**src/rtl/tile_pkg.sv**
```systemverilog
// Shared types and tile geometry for the tile fetch controller.
package tile_pkg;

  localparam int TileRows      = 4;
  localparam int TileCols      = 4;
  localparam int TileElemWidth = 8;
  localparam int TileElems     = TileRows * TileCols;
  localparam int TileBits      = TileElems * TileElemWidth;

  typedef enum logic [1:0] {
    IDLE  = 2'd0,
    FETCH = 2'd1,
    DRAIN = 2'd2,
    DONE  = 2'd3
  } tile_fsm_e;

endpackage

```
**src/rtl/tile_fetch_ctrl_if.sv**
```systemverilog
// Memory read port plus the downstream tile stream of the fetch controller.
interface tile_fetch_ctrl_if #(
  parameter int AddrWidth = 10,
  parameter int DimWidth  = 7,
  parameter int DataWidth = 128
);

  logic [AddrWidth-1:0] mem_addr_o;
  logic [DimWidth-1:0]  mem_col_o;
  logic [DataWidth-1:0] mem_rd_data_i;
  logic                 tile_valid_o;
  logic                 tile_ready_i;
  logic [DataWidth-1:0] tile_data_o;
  logic [DimWidth-1:0]  tile_row_o;
  logic [DimWidth-1:0]  tile_col_o;
  logic                 tile_last_o;

  modport master (
    output mem_addr_o, mem_col_o,
    input  mem_rd_data_i,
    output tile_valid_o, tile_data_o, tile_row_o, tile_col_o, tile_last_o,
    input  tile_ready_i
  );

  modport slave (
    input  mem_addr_o, mem_col_o,
    output mem_rd_data_i,
    input  tile_valid_o, tile_data_o, tile_row_o, tile_col_o, tile_last_o,
    output tile_ready_i
  );

endinterface

```
**src/rtl/tile_addr_gen.sv**
```systemverilog
// Tile row/column walker and top-left element address arithmetic.
module tile_addr_gen
  import tile_pkg::*;
#(
  parameter int DataRows    = TileRows,
  parameter int DataColumns = TileCols,
  parameter int AddrWidth   = 10,
  parameter int DimWidth    = 7
) (
  input  logic                 clk_i,
  input  logic                 rst_i,
  input  logic                 clear_i,
  input  logic                 advance_i,
  input  logic [AddrWidth-1:0] base_i,
  input  logic [DimWidth-1:0]  stride_i,
  input  logic [DimWidth-1:0]  rows_i,
  input  logic [DimWidth-1:0]  cols_i,
  output logic [DimWidth-1:0]  tr_o,
  output logic [DimWidth-1:0]  tc_o,
  output logic                 last_o,
  output logic [AddrWidth-1:0] addr_o
);

  localparam int ProdRaw = 2 * DimWidth + 8;
  localparam int ProdW   = (ProdRaw > AddrWidth) ? ProdRaw : AddrWidth;

  logic [DimWidth-1:0] tr_q, tc_q;
  logic                tc_wrap;
  logic [ProdW-1:0]    row_off, col_off;

  assign tc_wrap = (tc_q == cols_i - DimWidth'(1));
  assign last_o  = tc_wrap && (tr_q == rows_i - DimWidth'(1));

  always_ff @(posedge clk_i or posedge rst_i) begin
    if (rst_i) begin
      tr_q <= '0;
      tc_q <= '0;
    end else if (clear_i) begin
      tr_q <= '0;
      tc_q <= '0;
    end else if (advance_i) begin
      if (tc_wrap) begin
        tc_q <= '0;
        tr_q <= tr_q + DimWidth'(1);
      end else begin
        tc_q <= tc_q + DimWidth'(1);
      end
    end
  end

  // Offsets are formed wide and truncated, so the address wraps modulo 2^AddrWidth.
  always_comb begin
    row_off = ProdW'(tr_q) * ProdW'(stride_i) * ProdW'(DataRows);
    col_off = ProdW'(tc_q) * ProdW'(DataColumns);
    addr_o  = base_i + row_off[AddrWidth-1:0] + col_off[AddrWidth-1:0];
  end

  assign tr_o = tr_q;
  assign tc_o = tc_q;

endmodule

```
**src/rtl/tile_fetch_ctrl.sv**
```systemverilog
// Read-side tile fetch controller: walks a row-major matrix tile by tile and
// streams each combinationally read tile downstream over valid/ready.
//
// state | meaning
// IDLE  | waiting for start_i; config and counters hold
// FETCH | loading one tile per free output slot; an empty job exits to DONE
// DRAIN | final tile loaded, waiting for its handshake
// DONE  | one-cycle done_o pulse, then back to IDLE
module tile_fetch_ctrl
  import tile_pkg::*;
#(
  parameter int DataRows    = TileRows,
  parameter int DataColumns = TileCols,
  parameter int ElemWidth   = TileElemWidth,
  parameter int DataWidth   = ElemWidth * DataRows * DataColumns,
  parameter int AddrWidth   = 10,
  parameter int DimWidth    = 7
) (
  input  logic                 clk_i,
  input  logic                 rst_i,
  input  logic                 start_i,
  input  logic [AddrWidth-1:0] base_addr_i,
  input  logic [DimWidth-1:0]  matrix_cols_i,
  input  logic [DimWidth-1:0]  num_tile_rows_i,
  input  logic [DimWidth-1:0]  num_tile_cols_i,
  output logic                 busy_o,
  output logic                 done_o,
  tile_fetch_ctrl_if.master    bus
);

  tile_fsm_e state_q, state_d;

  logic [AddrWidth-1:0] base_q;
  logic [DimWidth-1:0]  stride_q, rows_q, cols_q;

  logic                 valid_q, last_q;
  logic [DataWidth-1:0] data_q;
  logic [DimWidth-1:0]  row_q, col_q;

  logic                 latch, load, advance, job_empty, hs_last;
  logic [DimWidth-1:0]  tr, tc;
  logic                 tile_last;
  logic [AddrWidth-1:0] addr;

  assign job_empty = (rows_q == '0) || (cols_q == '0);
  assign hs_last   = valid_q && bus.tile_ready_i && last_q;
  // The final tile does not advance the walker, so mem_addr_o stays put in DRAIN.
  assign advance   = load && !tile_last;

  tile_addr_gen #(
    .DataRows    (DataRows),
    .DataColumns (DataColumns),
    .AddrWidth   (AddrWidth),
    .DimWidth    (DimWidth)
  ) u_addr_gen (
    .clk_i     (clk_i),
    .rst_i     (rst_i),
    .clear_i   (latch),
    .advance_i (advance),
    .base_i    (base_q),
    .stride_i  (stride_q),
    .rows_i    (rows_q),
    .cols_i    (cols_q),
    .tr_o      (tr),
    .tc_o      (tc),
    .last_o    (tile_last),
    .addr_o    (addr)
  );

  always_ff @(posedge clk_i or posedge rst_i) begin
    if (rst_i) begin
      state_q <= IDLE;
    end else begin
      state_q <= state_d;
    end
  end

  // Empty jobs detect the zero count one cycle after start, from the latched config.
  always_comb begin
    state_d = state_q;
    latch   = 1'b0;
    load    = 1'b0;
    case (state_q)
      IDLE: begin
        if (start_i) begin
          latch   = 1'b1;
          state_d = FETCH;
        end
      end
      FETCH: begin
        if (job_empty) begin
          state_d = DONE;
        end else if (!valid_q || bus.tile_ready_i) begin
          load = 1'b1;
          if (tile_last) begin
            state_d = DRAIN;
          end
        end
      end
      DRAIN: begin
        if (hs_last) begin
          state_d = DONE;
        end
      end
      DONE: begin
        state_d = IDLE;
      end
      default: begin
        state_d = IDLE;
      end
    endcase
  end

  always_ff @(posedge clk_i or posedge rst_i) begin
    if (rst_i) begin
      base_q   <= '0;
      stride_q <= '0;
      rows_q   <= '0;
      cols_q   <= '0;
    end else if (latch) begin
      base_q   <= base_addr_i;
      stride_q <= matrix_cols_i;
      rows_q   <= num_tile_rows_i;
      cols_q   <= num_tile_cols_i;
    end
  end

  always_ff @(posedge clk_i or posedge rst_i) begin
    if (rst_i) begin
      valid_q <= 1'b0;
      data_q  <= '0;
      row_q   <= '0;
      col_q   <= '0;
      last_q  <= 1'b0;
    end else if (load) begin
      valid_q <= 1'b1;
      data_q  <= bus.mem_rd_data_i;
      row_q   <= tr;
      col_q   <= tc;
      last_q  <= tile_last;
    end else if (valid_q && bus.tile_ready_i) begin
      valid_q <= 1'b0;
    end
  end

  assign bus.mem_addr_o   = addr;
  assign bus.mem_col_o    = stride_q;
  assign bus.tile_valid_o = valid_q;
  assign bus.tile_data_o  = data_q;
  assign bus.tile_row_o   = row_q;
  assign bus.tile_col_o   = col_q;
  assign bus.tile_last_o  = last_q;

  assign busy_o = (state_q != IDLE);
  assign done_o = (state_q == DONE);

endmodule

```
**src/flat_wrapper.sv**
```systemverilog
// flat-port wrapper written by rule: the top's interface ports become plain ports
module tile_fetch_ctrl_flat import tile_pkg::*;
#(
  parameter int DataRows    = TileRows,
  parameter int DataColumns = TileCols,
  parameter int ElemWidth   = TileElemWidth,
  parameter int DataWidth   = ElemWidth * DataRows * DataColumns,
  parameter int AddrWidth   = 10,
  parameter int DimWidth    = 7
)
  (clk_i, rst_i, start_i, base_addr_i, matrix_cols_i, num_tile_rows_i, num_tile_cols_i, busy_o, done_o, bus_mem_addr_o, bus_mem_col_o, bus_mem_rd_data_i, bus_tile_valid_o, bus_tile_data_o, bus_tile_row_o, bus_tile_col_o, bus_tile_last_o, bus_tile_ready_i);
  tile_fetch_ctrl_if #(.AddrWidth(AddrWidth), .DimWidth(DimWidth), .DataWidth(DataWidth)) bus_i ();
  input  logic clk_i;
  input  logic rst_i;
  input  logic start_i;
  input  logic [AddrWidth-1:0] base_addr_i;
  input  logic [DimWidth-1:0] matrix_cols_i;
  input  logic [DimWidth-1:0] num_tile_rows_i;
  input  logic [DimWidth-1:0] num_tile_cols_i;
  output logic busy_o;
  output logic done_o;
  output wire logic [$bits(bus_i.mem_addr_o)-1:0] bus_mem_addr_o;
  output wire logic [$bits(bus_i.mem_col_o)-1:0] bus_mem_col_o;
  input wire logic [$bits(bus_i.mem_rd_data_i)-1:0] bus_mem_rd_data_i;
  output wire logic [$bits(bus_i.tile_valid_o)-1:0] bus_tile_valid_o;
  output wire logic [$bits(bus_i.tile_data_o)-1:0] bus_tile_data_o;
  output wire logic [$bits(bus_i.tile_row_o)-1:0] bus_tile_row_o;
  output wire logic [$bits(bus_i.tile_col_o)-1:0] bus_tile_col_o;
  output wire logic [$bits(bus_i.tile_last_o)-1:0] bus_tile_last_o;
  input wire logic [$bits(bus_i.tile_ready_i)-1:0] bus_tile_ready_i;
  assign bus_mem_addr_o = bus_i.mem_addr_o;
  assign bus_mem_col_o = bus_i.mem_col_o;
  assign bus_i.mem_rd_data_i = bus_mem_rd_data_i;
  assign bus_tile_valid_o = bus_i.tile_valid_o;
  assign bus_tile_data_o = bus_i.tile_data_o;
  assign bus_tile_row_o = bus_i.tile_row_o;
  assign bus_tile_col_o = bus_i.tile_col_o;
  assign bus_tile_last_o = bus_i.tile_last_o;
  assign bus_i.tile_ready_i = bus_tile_ready_i;
  tile_fetch_ctrl #(.DataRows(DataRows), .DataColumns(DataColumns), .ElemWidth(ElemWidth), .DataWidth(DataWidth), .AddrWidth(AddrWidth), .DimWidth(DimWidth)) u_core (.clk_i(clk_i), .rst_i(rst_i), .start_i(start_i), .base_addr_i(base_addr_i), .matrix_cols_i(matrix_cols_i), .num_tile_rows_i(num_tile_rows_i), .num_tile_cols_i(num_tile_cols_i), .busy_o(busy_o), .done_o(done_o), .bus(bus_i));
endmodule
```
**config.mk**
```make
export PLATFORM = sky130hd
export DESIGN_NAME = tile_fetch_ctrl_flat
export DESIGN_NICKNAME = d
export VERILOG_FILES = /design/src/rtl/tile_pkg.sv /design/src/rtl/tile_fetch_ctrl_if.sv /design/src/rtl/tile_addr_gen.sv /design/src/rtl/tile_fetch_ctrl.sv /design/src/flat_wrapper.sv
export SDC_FILE = /design/constraint.sdc
export NUM_CORES = 1
export LEC_CHECK = 0
export CORE_MARGIN = 2
export CORE_UTILIZATION = 46
export DETAILED_ROUTE_END_ITERATION = 8
export PLACE_DENSITY_LB_ADDON = 0.12
export SYNTH_ARGS = -nofsm -noshare
export SYNTH_HDL_FRONTEND = slang
export SYNTH_SLANG_ARGS = --single-unit
export TNS_END_PERCENT = 1
```
**constraint.sdc**
```tcl
create_clock -name clk_i -period 7.5 [get_ports clk_i]
set_clock_uncertainty 0.05 [all_clocks]
set_input_delay 1.5 -clock clk_i [delete_from_list [all_inputs] [get_ports clk_i]]
set_output_delay 1.5 -clock clk_i [all_outputs]
set_load 0.05 [all_outputs]
```
# [Yosys cells after proc, flatten, opt, wreduce, memory -nomap -nowiden]
# Cells that the tools add are included.
[totals] inputBits=163 output_inout_bits=163 register_bits=191 wordCells=64
[op_classes] multipliers=1 reduce_logical=17 add_sub_neg=6 muxes=19 eq_ne=9
[op_table] cell="$mux 7" n=6
[op_table] cell="$add 7x1->7 const B" n=2
[op_table] cell="$eq 7x7->1" n=2
[op_table] cell="$logic_not 7->1" n=2
[op_table] cell="$sub 7x1->7 const B" n=2
[op_table] cell="$add 10x10->10" n=1
[op_table] cell="$add 10x9->10" n=1
[op_table] cell="$mux 2" n=5
[op_table] cell="$mul 7x7->8" n=1
[op_table] cell="$pmux 2 s4" n=1
[op_table] cell="$reduce_bool 2->1" n=4
[op_table] cell="$mux 1" n=7
[op_table] cell="$ne 3x1->1 const B" n=2
[op_table] cell="$eq 2x2->1 const B" n=2
[op_table] cell="$logic_and 1x1->1" n=4
[op_table] cell="$reduce_and 4->1" n=1
[op_table] cell="$eq 2x1->1 const B" n=1
[op_table] cell="$logic_not 1->1" n=2
[op_table] cell="$logic_not 2->1" n=1
[op_table] cell="$logic_or 1x1->1" n=2
[op_table] cell="$ne 2x1->1 const B" n=1
[op_table] cell="$ne 2x2->1 const B" n=1
[op_table] cell="$reduce_and 2->1" n=1

# [Depth between registers and ports, before layout]
# Gate-level depths: netlist of the first run.
[depth] ltp_word=8 depth_mapped=19 ltp_nobuf=18

# [Modules after synthesis]
# A second synthesis of the first run with hierarchy kept.
[hier_totals] hier_cells=686 hier_area_um2=9161.3
[by_module_without_submodules] module="tile_fetch_ctrl" area_each_um2=6800.3 seq_area_each_um2=4429.2 cells_per_inst=402 n_inst=1
[by_module_without_submodules] module="tile_addr_gen" area_each_um2=2361.0 seq_area_each_um2=350.3 cells_per_inst=284 n_inst=1

# [Least setup slack after synthesis of the first run]
# Ideal clock, no wire load.
[synth_timing] path_kind="flip-flop to output port" from="reg u_core.stride_q[6] (netlist: u_core.bus.mem_col_o[6])" to="out bus_mem_addr_o[9]" setup_slack_ns=0.403 n_path_buf=0 arrival_ns=5.547 path_stages_with_launch=18 required_time_ns=5.950 path_cell_list="dfrtp_1 > nand2_1 > fa_1 > fa_1 > inv_1 > fa_1 > inv_1 > fa_1 > inv_1 > ha_1 > xor2_1 > fa_1 > inv_1 > ha_1 > a21oi_1 > o21ai_0 > xnor2_1 > xnor2_1"
[synth_between] elab_chain_len=3
[synth_lines] element="start, declared" line="tile_fetch_ctrl.sv:34" source="logic [DimWidth-1:0] stride_q, rows_q, cols_q;"
[synth_lines] element="start signal, assigned" line="tile_fetch_ctrl.sv:122" source="stride_q <= matrix_cols_i;"
[synth_lines] element="$mul 7x7->8" line="tile_addr_gen.sv:53" source="row_off = ProdW'(tr_q) * ProdW'(stride_i) * ProdW'(DataRows);"
[synth_lines] element="$add 10x10->10" line="tile_addr_gen.sv:55" source="addr_o = base_i + row_off[AddrWidth-1:0] + col_off[AddrWidth-1:0];"
[synth_lines] element="$add 10x9->10" line="tile_addr_gen.sv:55"
[synth_lines] element="end, declared" line="flat_wrapper.sv:22" source="output wire logic [$bits(bus_i.mem_addr_o)-1:0] bus_mem_addr_o;"
# No other way between the ends.

# [Worst setup path in the final report of the first run]
[layout_timing] from="reg u_core.u_addr_gen.tr_q[2] (netlist: u_core.u_addr_gen.tr_o[2])" to="out bus_mem_addr_o[9]"
[layout_between] elab_chain_len=3
[layout_lines] element="start, declared" line="tile_addr_gen.sv:27" source="logic [DimWidth-1:0] tr_q, tc_q;"
[layout_lines] element="start signal, assigned" line="tile_addr_gen.sv:44" source="tr_q <= tr_q + DimWidth'(1);"
[layout_lines] element="$mul 7x7->8" line="tile_addr_gen.sv:53"
[layout_lines] element="$add 10x10->10" line="tile_addr_gen.sv:55"
[layout_lines] element="$add 10x9->10" line="tile_addr_gen.sv:55"
# No other way between the ends.

==> results of run 1 <==
==> how the worst max path moves through the flow <==
stage / end / slack [ns]
after floorplan: bus_mem_addr_o[9] / 0.40
after global placement: bus_mem_addr_o[8] / 0.65
after global routing: bus_mem_addr_o[9] / 0.03
after detailed placement: bus_mem_addr_o[8] / 0.58
after CTS: bus_mem_addr_o[8] / 0.11
final: bus_mem_addr_o[9] / 0.44
==> through the flow <==
| step | setup WS (ns) | hold slack (ns) | instance area (um2) | power (W) |
|---|---|---|---|---|
| after floorplan | 0.403 | 0.397 | 9280 | 0.00481 |
| after global placement | 0.654 | 0.406 | 12800 | 0.00622 |
| after detailed placement | 0.579 | 0.411 | 12800 | 0.00628 |
| after CTS | 0.108 | 0.429 | 13400 | 0.00729 |
| after global routing | 0.0335 | 0.439 | 13400 | 0.00769 |
| final | 0.436 | 0.424 | 13400 | 0.00723 |
==> layout make-up <==
class	instances	area, um2	area share [%]
sequential	191	4780	35.7
multi-input combinational	767	4110	30.7
timing repair buffer	335	3330	24.8
clock buffer	18	429	3.20
tap	265	332	2.47
inverter	58	225	1.68
clock inverter	13	196	1.47
==> state kept, by name, summed over array words and instances, names as in the netlist, 2 cells and up <==
register and flops:
u_core.bus.tile_data_o 128, u_core.base_q 10, u_core.bus.mem_col_o 7, u_core.bus.tile_col_o 7
u_core.bus.tile_row_o 7, u_core.cols_q 7, u_core.rows_q 7, u_core.u_addr_gen.tc_o 7
u_core.u_addr_gen.tr_o 7, u_core.state_q 2
==> synthesized netlist by cell type, types with 9 or more instances <==
library cell,number,area [um2]
o21ai_0,28,140
xnor2_1,20,175
inv_1,58,218
ha_1,30,375
a21oi_1,23,115
fa_1,20,400
dfrtp_1,191,4780
nand4_1,11,68.8
xor2_1,16,140
clkbuf_1,46,173
and2_1,21,131
o31ai_1,9,67.6
nand2_1,512,1920
==> worst max-delay path, delay by kind of cell (launching register included) <==
family | cells | cell delay [ns]
compound gates | 2 | 0.28
xor+xnor | 3 | 0.51
fa+ha+maj | 7 | 3.22
buf+inv | 5 | 0.42
flops | 1 | 0.53
simple gates | 1 | 0.12
==> power by group through the flow <==
stage	clock network, W	registers (W)	logic [W]
floorplan	0	0.00307	0.00174
global placement	0	0.00181	0.00441
detailed placement	0	0.00182	0.00446
CTS	0.00100	0.00181	0.00447
global route	0.00105	0.00187	0.00477
finish	0.000982	0.00181	0.00443
==> cells in the final DEF (no fill, tap or decap), types with 2 or more instances in the layout <==
master           Yosys  routed
a211oi_1             4       3
a211oi_4             1       2
a21o_1               4       4
a21oi_1             23      23
a31oi_1              3       3
and2_1              21      21
and3_1               5       5
buf_4                2      11
bufinv_16            0       4
clkbuf_16            0      17
clkdlybuf4s50_1      0     323
dfrtp_1            191     190
fa_1                20      20
ha_1                30      30
inv_1               58      57
inv_6                0       6
inv_8                0       2
nand2_1            512     512
nand2b_1             4       4
nand3_1              7       7
nand3b_1             2       2
nand4_1             11      11
nor2_1               5       4
nor2b_1              3       3
nor3_1               6       6
o21ai_0             28      28
o22ai_1              3       3
o311ai_0             4       4
o31ai_1              9       9
o41ai_1              3       3
or3_1                2       2
or4_1                2       2
xnor2_1             20      20
xor2_1              16      16
==> per-layer routing <==
metal | vias up | global-route usage (%) | part of all wire, %
li1 | 3957 | - | -
met1 | 3809 | 32.4 | 42
met2 | 272 | 42.4 | 48
met3 | 46 | 8.53 | 8.3
met4 | 0 | 7.67 | 2.4
met5 | - | 0 | 0
==> timing repair <==
action | in CTS | in global routing
endpoints found under the hold margin | 0 | 0
setup endpoints to repair | 0 | 2
gates resized for setup | 0 | 2
==> cells by family (layout without fill, tap and decap cells) <==
| group | Yosys count | count (layout) | synth area share (%) |
|---|---|---|---|
| flops | 191 | 191 | 51.5 |
| fa+ha+maj | 50 | 50 | 8.36 |
| xor+xnor | 36 | 36 | 3.40 |
| buf+inv | 109 | 424 | 4.50 |
| simple gates | 588 | 588 | 25.8 |
| compound gates | 93 | 93 | 6.46 |
==> results.py, run 1 <==
metrics = {
    "timing": {
        "tightest_slew_ns": 1.08,
        "drv_slew": 0,
        "slew_headroom_pct": 27.8,
        "rsz0062_at_grt": "no",
        "finalCritPeriodShare_pct": 94.2,
        "post-route-min-period_ns": 7.06,
        "hold_viol": 0,
        "tns_ns": 0,
        "max_freq_mhz": 142,
        "setup_viol": 0,
    },
    "power": {
        "p_sw_w": 0.00374,
        "clkPwrFrac_pct": 13.6,
        "p_per_area_nw_per_um2": 539,
        "leakage_nw": 6.52,
        "comb_power_share_pct": 61.4,
        "peakVddDrop_uv": 318,
        "swShare_pct": 51.8,
        "p_int_w": 0.00349,
        "p_seq_share_pct": 25.1,
    },
    "place": {
        "gp_congestion": 0.826,
        "io_buffers": 325,
        "hpwlAfterDp_um": 19000,
        "post-place-cells": 1616,
    },
    "global_route": {
        "antenna_found_initial": 0,
        "grt_pass1_wl_um": 43700,
        "grt_usage_pct": 25.7,
        "grt_max_degree": 148,
        "grt_pass1_vias": 8288,
        "overflow": 0,
    },
    "setup_path": {
        "arrival_ns": 5.51,
        "timing.rr.end": "u_core.u_addr_gen.tc_o[4]",
        "critPathKind": "reg2out",
        "worstPathMaxFanout": 15,
        "slowest_stage": "fa_1",
        "cp-start-kind": "flip-flop",
        "cp-end-kind": "primary output",
        "crit_start": "u_core.u_addr_gen.tr_o[2]",
        "worstRegToRegCells": 9,
        "cp.required_ns": 5.95,
        "slowest_delay_ns": 0.55,
        "ff2ff_setup_slack_ns": 4.33,
        "cp_cell_sequence": "nand2_1, fa_1, fa_1, inv_1, fa_1, inv_1, fa_1, inv_1, ha_1, xor2_1, fa_1, inv_1, ha_1, a21oi_1, o21ai_0, xnor2_1, xnor2_1, buf_4",
        "rr_startpoint": "u_core.rows_q[0]",
        "crit_top_cell": "fa_1",
    },
    "cts": {
        "cts.sinks": 191,
        "clockBufferDepth": 2,
        "cts_htree_levels": 4,
        "cts_tree": "built",
        "hold_buffers": 0,
        "cts_made_buffers": 17,
        "clkLatencyLatePin_ns": 0.43,
        "root_buffer": "clkbuf_16",
        "post_cts.repair.setup_buffers": 0,
        "clk_pin_slew_worst_paths_ns": 0.07,
    },
    "worst_hold_path": {
        "hold_class": "reg2reg",
        "holdPathStages": 2,
        "holdPathEnd": "u_core.base_q[1]",
        "hp-start": "u_core.base_q[1]",
    },
    "floorplanning": {
        "core-area_um2": 19700,
        "dieArea_um2": 21300,
        "initial_core_util_pct": 47.2,
        "die_h_um": 146,
        "dieWidth_um": 146,
        "io_pins": 326,
        "std_cell_rows": 51,
    },
    "yosys": {
        "synth.distinct_cells": 51,
        "synth_flop_cell": "dfrtp_1",
        "syn_inst": 1067,
        "syn-cell-area_um2": 9280,
        "avgSynthCellArea_um2": 8.70,
        "synth_enable_flop_cells": 0,
        "async_flop_share_pct": 100,
        "syn_nets": 1280,
        "ys_ff_latch": 191,
        "ys_warn_count": 0,
        "yosysSeqAreaShare_pct": 51.5,
    },
    "detailed_routing": {
        "routed_via_density": 4.91,
        "wl_um": 26500,
        "first_pass_iters": 5,
        "ant_nets": 0,
        "vias": 8084,
        "drt_iter0_drc": 470,
        "drc_errors": 0,
        "wire_per_inst_um": 16.1,
    },
    "finish": {
        "area_growth_pct": 44.3,
        "n_fill_cell": 1617,
        "antenna_cells": 0,
        "finalNetCount": 1583,
        "utilization_pct": 68.2,
        "drive_above_1_share_pct": 3.76,
        "final_cells": 1647,
    },
    "job": {
        "max-cap-violations": 0,
    },
    "status": {
        "outcome": "completed",
    },
}
(Power assumes the default switching activity.)
==> run 2: changes to the inputs <==
Settings changed: CORE_ASPECT_RATIO from default to 0.6.
==> run 2 against run 1 <==
Sequential power hardly changed; worst setup slack worse by 0.010 ns; critical path depth stayed put; highest routed layer unchanged; clock power is 1% lower; largest power group unchanged; wire length is 0.97% higher; power is 0.26% higher; largest cell class unchanged.
==> results.py, run 2 (synthesis gave the netlist of run 1 again) <==
metrics = {
    "status": {
        "outcome": "completed",
    },
    "detailed_routing": {
        "vias": 8072,
        "dr_wl_met2_um": 11700,
        "drc_errors": 0,
        "met1Wirelength_um": 12500,
        "wire_per_inst_um": 16.2,
        "top_layer": "met4",
        "drt_iter0_drc": 564,
        "wl_um": 26800,
        "routed_via_density": 4.88,
        "dr_wl_met3_um": 2130,
        "ant_nets": 0,
        "first_pass_iters": 5,
    },
    "place": {
        "io_buffers": 325,
        "hpwlAfterDp_um": 19500,
        "place_ws_ns": 0.651,
        "gp_congestion": 0.888,
    },
    "global_route": {
        "antenna_found_initial": 0,
        "grt_pass1_wl_um": 42400,
        "grt_usage_pct": 25.4,
        "overflow": 0,
        "grt_pass1_vias": 7780,
        "grt_max_degree": 151,
    },
    "finish": {
        "antenna_cells": 0,
        "seq_area_um2": 4780,
        "drive_above_1_share_pct": 3.69,
        "n_fill_cell": 1681,
        "area_growth_pct": 44.3,
        "final_common_cell": "nand2_1",
        "multi_input_area_um2": 4110,
        "mostFrequentLayoutCells": "512 x nand2_1, 323 x clkdlybuf4s50_1, 190 x dfrtp_1",
        "largest_reg_flops": 128,
        "finalNetCount": 1581,
    },
    "setup_path": {
        "path_depth": 18,
        "timing.rr.end": "u_core.bus.tile_data_o[17]",
        "crit_buf_inv": 5,
        "critPathKind": "reg2out",
        "slowest_stage": "fa_1",
        "crit_start": "u_core.u_addr_gen.tr_o[4]",
        "cp_cell_sequence": "nand2_1, fa_1, fa_1, inv_1, fa_1, inv_1, fa_1, inv_1, ha_1, xor2_1, fa_1, inv_1, ha_1, a21oi_1, o21ai_0, xnor2_1, xnor2_1, buf_4",
        "ff2ff_setup_slack_ns": 4.36,
        "endpoint": "bus_mem_addr_o[9]",
        "slowest_delay_ns": 0.54,
        "cp.required_ns": 5.95,
        "crit_top_cell": "fa_1",
        "worstRegToRegCells": 9,
        "rr_startpoint": "u_core.rows_q[0]",
        "worstPathMaxFanout": 10,
        "cp-start-kind": "flip-flop",
        "arrival_ns": 5.52,
        "crit_family": "adder cells",
        "cp-end-kind": "primary output",
    },
    "timing": {
        "drv_slew": 0,
        "hold_viol": 0,
        "setup_viol": 0,
        "tns_ns": 0,
        "finalCritPeriodShare_pct": 94.3,
        "tightest_slew_ns": 1.10,
        "slew_headroom_pct": 26.2,
        "post-route-min-period_ns": 7.07,
        "rsz0062_at_grt": "no",
        "max_freq_mhz": 141,
        "finalWorstSetupSlack_ns": 0.426,
    },
    "cts": {
        "cts_tree": "built",
        "cts_made_buffers": 17,
        "hold_buffers": 0,
        "clk_pin_slew_worst_paths_ns": 0.07,
        "clkLatencyLatePin_ns": 0.44,
        "root_buffer": "clkbuf_16",
        "cts_htree_levels": 4,
        "clockBufferDepth": 2,
        "cts.sinks": 191,
    },
    "power": {
        "p_per_area_nw_per_um2": 541,
        "leakage_nw": 6.51,
        "peakVddDrop_uv": 323,
    },
    "floorplanning": {
        "core-area_um2": 19900,
        "die_h_um": 114,
        "std_cell_rows": 40,
        "dieArea_um2": 21400,
        "io_pins": 326,
        "dieWidth_um": 187,
        "initial_core_util_pct": 46.6,
    },
    "worst_hold_path": {
        "hold_class": "reg2reg",
    },
    "job": {
        "max-cap-violations": 0,
    },
}
==> run 2: cell types whose count changed in the layout (fill, tap and decap cells not counted) <==
| cell | delta |
|---|---|
| bufinv_16 | -1 |
| clkinvlp_4 | +1 |
| clkbuf_8 | +1 |
| buf_4 | -3 |
| buf_12 | +1 |
| inv_8 | +1 |
| inv_6 | -2 |
| clkinv_4 | +1 |
==> run 2: routing by layer <==
metal / GRT usage [%] / vias to the layer above
met5: 0 / -
met4: 6.93 / 0
met3: 7.23 / 33
met2: 37.0 / 299
li1: - / 3961
met1: 37.3 / 3779
==> run 2: tightest hold or removal path: stages (launching register included) <==
cell and delay, ns:
dfrtp_1 0.34, nand2_1 0.05, nand2_1 0.05
==> run 2: through the flow <==
stage                     power (W)  util [%]  area, um2  hold WS [ns]  std cells
final                       0.00725      67.3      13400         0.424       1654
after global routing        0.00767      67.3      13400         0.446       1654
after CTS                   0.00730      67.2      13400         0.429       1654
after detailed placement    0.00630      64.1      12800         0.411       1622
after global placement      0.00623      64.1      12800         0.406       1622
after floorplan             0.00481         -       9280         0.397       1067
==> run 2: what timing repair did <==
item	in CTS	in global routing
resized for setup	0	2
buffers inserted	0	0
endpoints found under the setup margin	0	2
==> run 2: worst min-delay path by stage <==
stage / from / to / slack (ns) / cells past startpoint
after floorplan: u_core.base_q[0] / u_core.base_q[0] / 0.40 / 2
after global placement: u_core.bus.tile_data_o[42] / u_core.bus.tile_data_o[42] / 0.41 / 2
after detailed placement: u_core.bus.tile_data_o[106] / u_core.bus.tile_data_o[106] / 0.41 / 2
after CTS: u_core.bus.tile_data_o[20] / u_core.bus.tile_data_o[20] / 0.43 / 2
after global routing: u_core.bus.tile_data_o[100] / u_core.bus.tile_data_o[100] / 0.45 / 2
final: u_core.bus.tile_data_o[4] / u_core.bus.tile_data_o[4] / 0.42 / 2
==> run 2: cell type report <==
type                    instances  share of cell area, %
well taps                     273                   2.55
clock inverters                13                   1.32
repair buffers                333                   24.8
inverters                      58                   1.68
clock buffers                  19                   3.31
multi-input cells             767                   30.6
flip-flops and latches        191                   35.7
==> run 2: power breakdown <==
part	leakage (nW)	internal, W	switching, W	total (W)
combinational	3.84	0.00142	0.00305	0.00447
sequential	2.37	0.00150	0.000304	0.00180
clock	0.299	0.000543	0.000427	0.000970
total	6.51	0.00347	0.00378	0.00725
